$ cat src/rtl/mp_add_seq.sv
// mp_add_seq: sequential multi-precision adder.
//   Two NUM_WORDS-word operands arrive as a stream of DATA_WIDTH-bit word
//   pairs, least-significant word first. Each pair is added with the carry
//   of the previous word, and one registered sum word is produced per
//   accepted pair (1-cycle latency, full throughput).
//
// Optional build macro: MP_ADD_SUB_EN
//   Adds the in_sub port. The value on word 0 is latched for the whole
//   operand; when set, the block computes A-B modulo 2^(DATA_WIDTH*NUM_WORDS).
//   In that case the final out_carry=1 means there was no borrow (A>=B).
//
// Ports:
//   clk        clock, rising edge
//   rst_n      synchronous active-low reset
//   in_valid   input word pair valid
//   in_ready   input accepted this cycle (combinational: !out_valid || out_ready)
//   in_a/in_b  operand words
//   in_sub     (MP_ADD_SUB_EN only) subtract select, sampled on word 0
//   out_valid  output word valid
//   out_ready  consumer accepts the output word
//   out_sum    sum word
//   out_last   output is the final word of the operand
//   out_carry  carry-out of this word (final operand carry when out_last=1)

module mp_add_seq #(
  parameter int unsigned DATA_WIDTH = 32,
  parameter int unsigned NUM_WORDS  = 4
) (
  input  logic                  clk,
  input  logic                  rst_n,
  input  logic                  in_valid,
  output logic                  in_ready,
  input  logic [DATA_WIDTH-1:0] in_a,
  input  logic [DATA_WIDTH-1:0] in_b,
`ifdef MP_ADD_SUB_EN
  input  logic                  in_sub,
`endif
  output logic                  out_valid,
  input  logic                  out_ready,
  output logic [DATA_WIDTH-1:0] out_sum,
  output logic                  out_last,
  output logic                  out_carry
);

  localparam int unsigned CW = (NUM_WORDS > 1) ? $clog2(NUM_WORDS) : 1;
  localparam int unsigned SW = DATA_WIDTH + 1;
  localparam logic [CW-1:0] LAST_IDX = CW'(NUM_WORDS - 1);

  typedef enum logic {
    IDLE = 1'b0,
    BUSY = 1'b1
  } state_t;

  state_t                state_q, state_d;
  logic [CW-1:0]         wcnt_q, wcnt_d;
  logic                  carry_q, carry_d;
  logic                  out_valid_d;
  logic [DATA_WIDTH-1:0] out_sum_d;
  logic                  out_last_d;
  logic                  out_carry_d;

  logic                  accept;
  logic                  first_word;
  logic                  last_word;
  logic                  cin;
  logic [DATA_WIDTH-1:0] b_eff;
  logic [SW-1:0]         sum_full;

`ifdef MP_ADD_SUB_EN
  logic                  sub_q, sub_d;
  logic                  sub_cur;
`endif

  // Ready only depends on the output register being free or draining.
  assign in_ready = !out_valid || out_ready;
  assign accept   = in_valid && in_ready;

  // Word adder: IDLE means the next accepted beat is word 0.
  always_comb begin
    first_word = (state_q == IDLE);
    last_word  = (wcnt_q == LAST_IDX);
`ifdef MP_ADD_SUB_EN
    // Word 0 takes in_sub directly; later words use the latched flag.
    sub_cur = first_word ? in_sub : sub_q;
    b_eff   = sub_cur ? ~in_b : in_b;
    cin     = first_word ? sub_cur : carry_q;
`else
    b_eff   = in_b;
    cin     = first_word ? 1'b0 : carry_q;
`endif
    sum_full = SW'(in_a) + SW'(b_eff) + SW'(cin);
  end

  // Next-state and output-register logic.
  always_comb begin
    state_d     = state_q;
    wcnt_d      = wcnt_q;
    carry_d     = carry_q;
    out_valid_d = out_valid;
    out_sum_d   = out_sum;
    out_last_d  = out_last;
    out_carry_d = out_carry;
`ifdef MP_ADD_SUB_EN
    sub_d       = sub_q;
`endif

    case (state_q)
      IDLE: begin
        if (accept) begin
          state_d = last_word ? IDLE : BUSY;
        end
      end
      BUSY: begin
        if (accept && last_word) begin
          state_d = IDLE;
        end
      end
      default: state_d = IDLE;
    endcase

    if (accept) begin
      out_valid_d = 1'b1;
      out_sum_d   = sum_full[DATA_WIDTH-1:0];
      out_carry_d = sum_full[DATA_WIDTH];
      out_last_d  = last_word;
      // Wrapping the counter also clears the carry so operands stay independent.
      if (last_word) begin
        wcnt_d  = '0;
        carry_d = 1'b0;
      end else begin
        wcnt_d  = wcnt_q + CW'(1);
        carry_d = sum_full[DATA_WIDTH];
      end
`ifdef MP_ADD_SUB_EN
      if (first_word) begin
        sub_d = in_sub;
      end
`endif
    end else if (out_ready) begin
      out_valid_d = 1'b0;
    end
  end

  // State and output registers with synchronous reset.
  always_ff @(posedge clk) begin
    if (!rst_n) begin
      state_q   <= IDLE;
      wcnt_q    <= '0;
      carry_q   <= 1'b0;
      out_valid <= 1'b0;
      out_sum   <= '0;
      out_last  <= 1'b0;
      out_carry <= 1'b0;
`ifdef MP_ADD_SUB_EN
      sub_q     <= 1'b0;
`endif
    end else begin
      state_q   <= state_d;
      wcnt_q    <= wcnt_d;
      carry_q   <= carry_d;
      out_valid <= out_valid_d;
      out_sum   <= out_sum_d;
      out_last  <= out_last_d;
      out_carry <= out_carry_d;
`ifdef MP_ADD_SUB_EN
      sub_q     <= sub_d;
`endif
    end
  end

endmodule

$ cat config.mk
export PLATFORM = sky130hd
export DESIGN_NAME = mp_add_seq
export DESIGN_NICKNAME = d
export VERILOG_FILES = /design/src/rtl/mp_add_seq.sv
export SDC_FILE = /design/constraint.sdc
export NUM_CORES = 1
export LEC_CHECK = 0
export ABC_AREA = 1
export BUFFER_PORTS_ARGS = -buffer_cell sky130_fd_sc_hd__buf_2
export CAP_MARGIN = 10
export CORE_MARGIN = 2
export CORE_UTILIZATION = 52
export DETAILED_ROUTE_END_ITERATION = 16
export PLACE_DENSITY = 0.79
export SYNTH_ARGS = -nofsm -noshare
export SYNTH_HDL_FRONTEND = slang
export SYNTH_SLANG_ARGS = --single-unit
export TNS_END_PERCENT = 50
$ cat constraint.sdc
create_clock -name clk -period 3 [get_ports clk]
set_input_delay 0.9 -clock clk [delete_from_list [all_inputs] [get_ports clk]]
set_output_delay 0.9 -clock clk [all_outputs]
set_load 0.005 [all_outputs]
==> flow_metrics.tcl <==
set metrics [dict create \
    layout.cells.non_filler 919 \
    clock_skew_ns 0.003000 \
    slew_headroom_pct 63.41 \
    leakagePower_nw 3.037 \
    dieArea_sq_um 8296 \
    area_delta_synth_final_pct 17.86 \
    drt_first_pass_iters 5 \
    antenna_cells 0 \
    drc_errors 0 \
    worstSetupPathType "primary input to flip-flop" \
    critPathCaptureType "flip-flop" \
    clk_pin_slew_ns 0.07 \
    cts_tree "built" \
    clockBufferDepth 2 \
    ys_types 30 \
    synthDominantCellAreaShare_pct 22.46 \
    fin_ws_ns 0.4382 \
    critical_path.max_fanout 4 \
    gr-usage-all-layers_pct 25.64 \
    h-tree-depth 2 \
    drt-total-wl_um 10580 \
    wire_per_inst_um 11.51 \
    final_area_sq_um 4648 \
    synth-seq-area-share_pct 19.80 \
    drive_gt1_share_pct 16.46 \
    nets 921 \
    place.gp.congestion 0.9414 \
    ctsRootBufferMaster "clkbuf_8" \
    synth_edf_count 0 \
    yosysWarningCount 0 \
    core-area_sq_um 7292 \
    die_w_um 91.09 \
    syn_nets 816 \
    synthArstFlopShare_pct 0 \
    grt_pass1_vias 3958 \
    rows 31 \
    setup_violations 0 \
    clock_latency_ns 0.28 \
    cts_sinks 39 \
    yosys_register_bits 39 \
    antenna_found_initial 0 \
    fin_crit_sh_pct 85.39 \
    dpl_cell_area_sq_um 4567 \
    postRouteAntennaNets 0 \
    holdBufCountCts 0 \
    postSynthCellCount 714 \
    drtIter0Drc 199 \
    arrival_ns 2.75 \
    max_freq_mhz 390.4 \
    synth_area_sq_um 3944 \
    grt_max_degree 32 \
    worstPathRequired_ns 3.19 \
    cts_buffers 5 \
    hold_path.class "flip-flop to flip-flop" \
    syn_area_per_cell_sq_um 5.524 \
    grt_first_pass_wirelength_um 17710 \
    powerDensity_nw_per_um2 349.9 \
    boundaryPins 104 \
    worst_slew_pin_slew_ns 0.5481 \
    synth_most_common_cell "nand2_1" \
    vias_per_cell 4.831 \
    status "completed" \
    drv_cap 0 \
    vdd_drop_max_mv 0.1666 \
    overflow 0 \
    hold_violations 0 \
    ys.flop_type "dfxtp_1" \
    vias 4440 \
    die_h_um 91.09 \
    layout_min_cycle_time_ns 2.562 \
    hold_depth 2 \
    io_buffers 103 \
    yosysTopAreaCell "nand2_1" \
    pre_cts_ws_ns 0.1418 \
    power_mw 1.626 \
    drv_slew 0 \
    post_cts_resized 0 \
    reg2regPathDepth 13 \
    hpwl_um 9074 \
    startpoint_type "primary input" \
    setup_tns_ns 0 \
    rsz0062_at_grt "false" \
    netlist_top_cells_count "nand2_1 (236), inv_1 (155), nor2_1 (104)" \
    synth_area_leaders "nand2_1 (22%), dfxtp_1 (20%), inv_1 (15%), ha_1 (10%), nor2_1 (9.9%)" \
    dp.cells 911 \
    cts_setup_buffers 0 \
    initial_core_util_pct 54.08 \
]
==> flip-flops by register name (all words and copies together) (netlist names), named ones only <==
| signal | count |
|---|---|
| out_last | 1 |
| carry_q | 1 |
| out_valid | 1 |
| out_sum | 32 |
| wcnt_q | 2 |
| out_carry | 1 |
==> routing by layer <==
layer | vias up | track usage (%) | routed length [um]
met4 | 0 | 7.955 | 229
li1 | 2342 | - | -
met1 | 1939 | 35.79 | 5180
met5 | - | 0 | 0
met3 | 20 | 1.909 | 585
met2 | 139 | 42.10 | 4580
==> layout by cell type, fill, tap and decap left out, types with 4 or more instances in the layout <==
cell type / count
nand3_2: 4
nand2_1: 236
nand3_1: 39
xor2_1: 11
clkbuf_8: 5
nor2_2: 5
nand4_1: 4
ha_1: 32
buf_4: 5
o21ai_0: 18
nand2_2: 8
inv_1: 155
nor3_1: 4
dfxtp_1: 39
buf_2: 103
a21oi_1: 25
nor2_1: 104
==> final cells by class <==
class,count,area (sq um)
well taps,99,123.9
multi-input cells,509,2524
flip-flops and latches,39,780.7
repair buffers,108,553.0
fillers,773,2644
clock inverters,1,5.005
inverters,156,585.6
clock buffers,7,76.32
==> path summary, 6_finish.rpt <==
path,from,endpoint,slack [ns]
setup / recovery,in_a[0],out_sum[20],0.44
hold / removal,flip-flop,flip-flop,0.47
setup reg to reg,carry_q,out_sum[20],0.79
hold reg to reg,flip-flop,flip-flop,0.47
==> critical path, stage by stage <==
cell and delay, ns:
buf_2 0.07, inv_1 0.04, fa_1 0.43, inv_1 0.14
fa_1 0.29, nand3_1 0.10, nand3_1 0.14, nand3_1 0.09
nand3_1 0.15, nand3_1 0.12, nand3_1 0.09, nand3_1 0.08
nand2_1 0.08, inv_1 0.03
==> where the power goes <==
| part | internal, mW | leakage (nW) | switching (mW) | total, mW |
|---|---|---|---|---|
| logic | 0.267 | 2.67 | 0.437 | 0.704 |
| registers | 0.570 | 0.324 | 0.0264 | 0.596 |
| clock network | 0.163 | 0.0422 | 0.163 | 0.326 |
| total | 1.00 | 3.04 | 0.627 | 1.63 |
==> through the flow <==
| step | hold slack, ns | utilization [%] |
|---|---|---|
| after floorplan | 0.4454 | - |
| after global placement | 0.4525 | 62.63 |
| after detailed placement | 0.4597 | 62.63 |
| after CTS | 0.4703 | 63.74 |
| after global routing | 0.5052 | 63.74 |
| final | 0.4735 | 63.74 |
==> cell families (layout without fill, tap and decap cells) <==
kind of cell	Yosys count	in the layout	share of synthesized area [%]
AOI/OAI and AO/OA	53	53	7.297
adders and majority gates	34	34	11.17
xor gates and xnor gates	14	14	3.109
DFF	39	39	19.80
buffers and inverters	166	272	16.21
and+or+nand+nor	408	408	42.42
No activity file was read; power rests on OpenSTA's default activity.
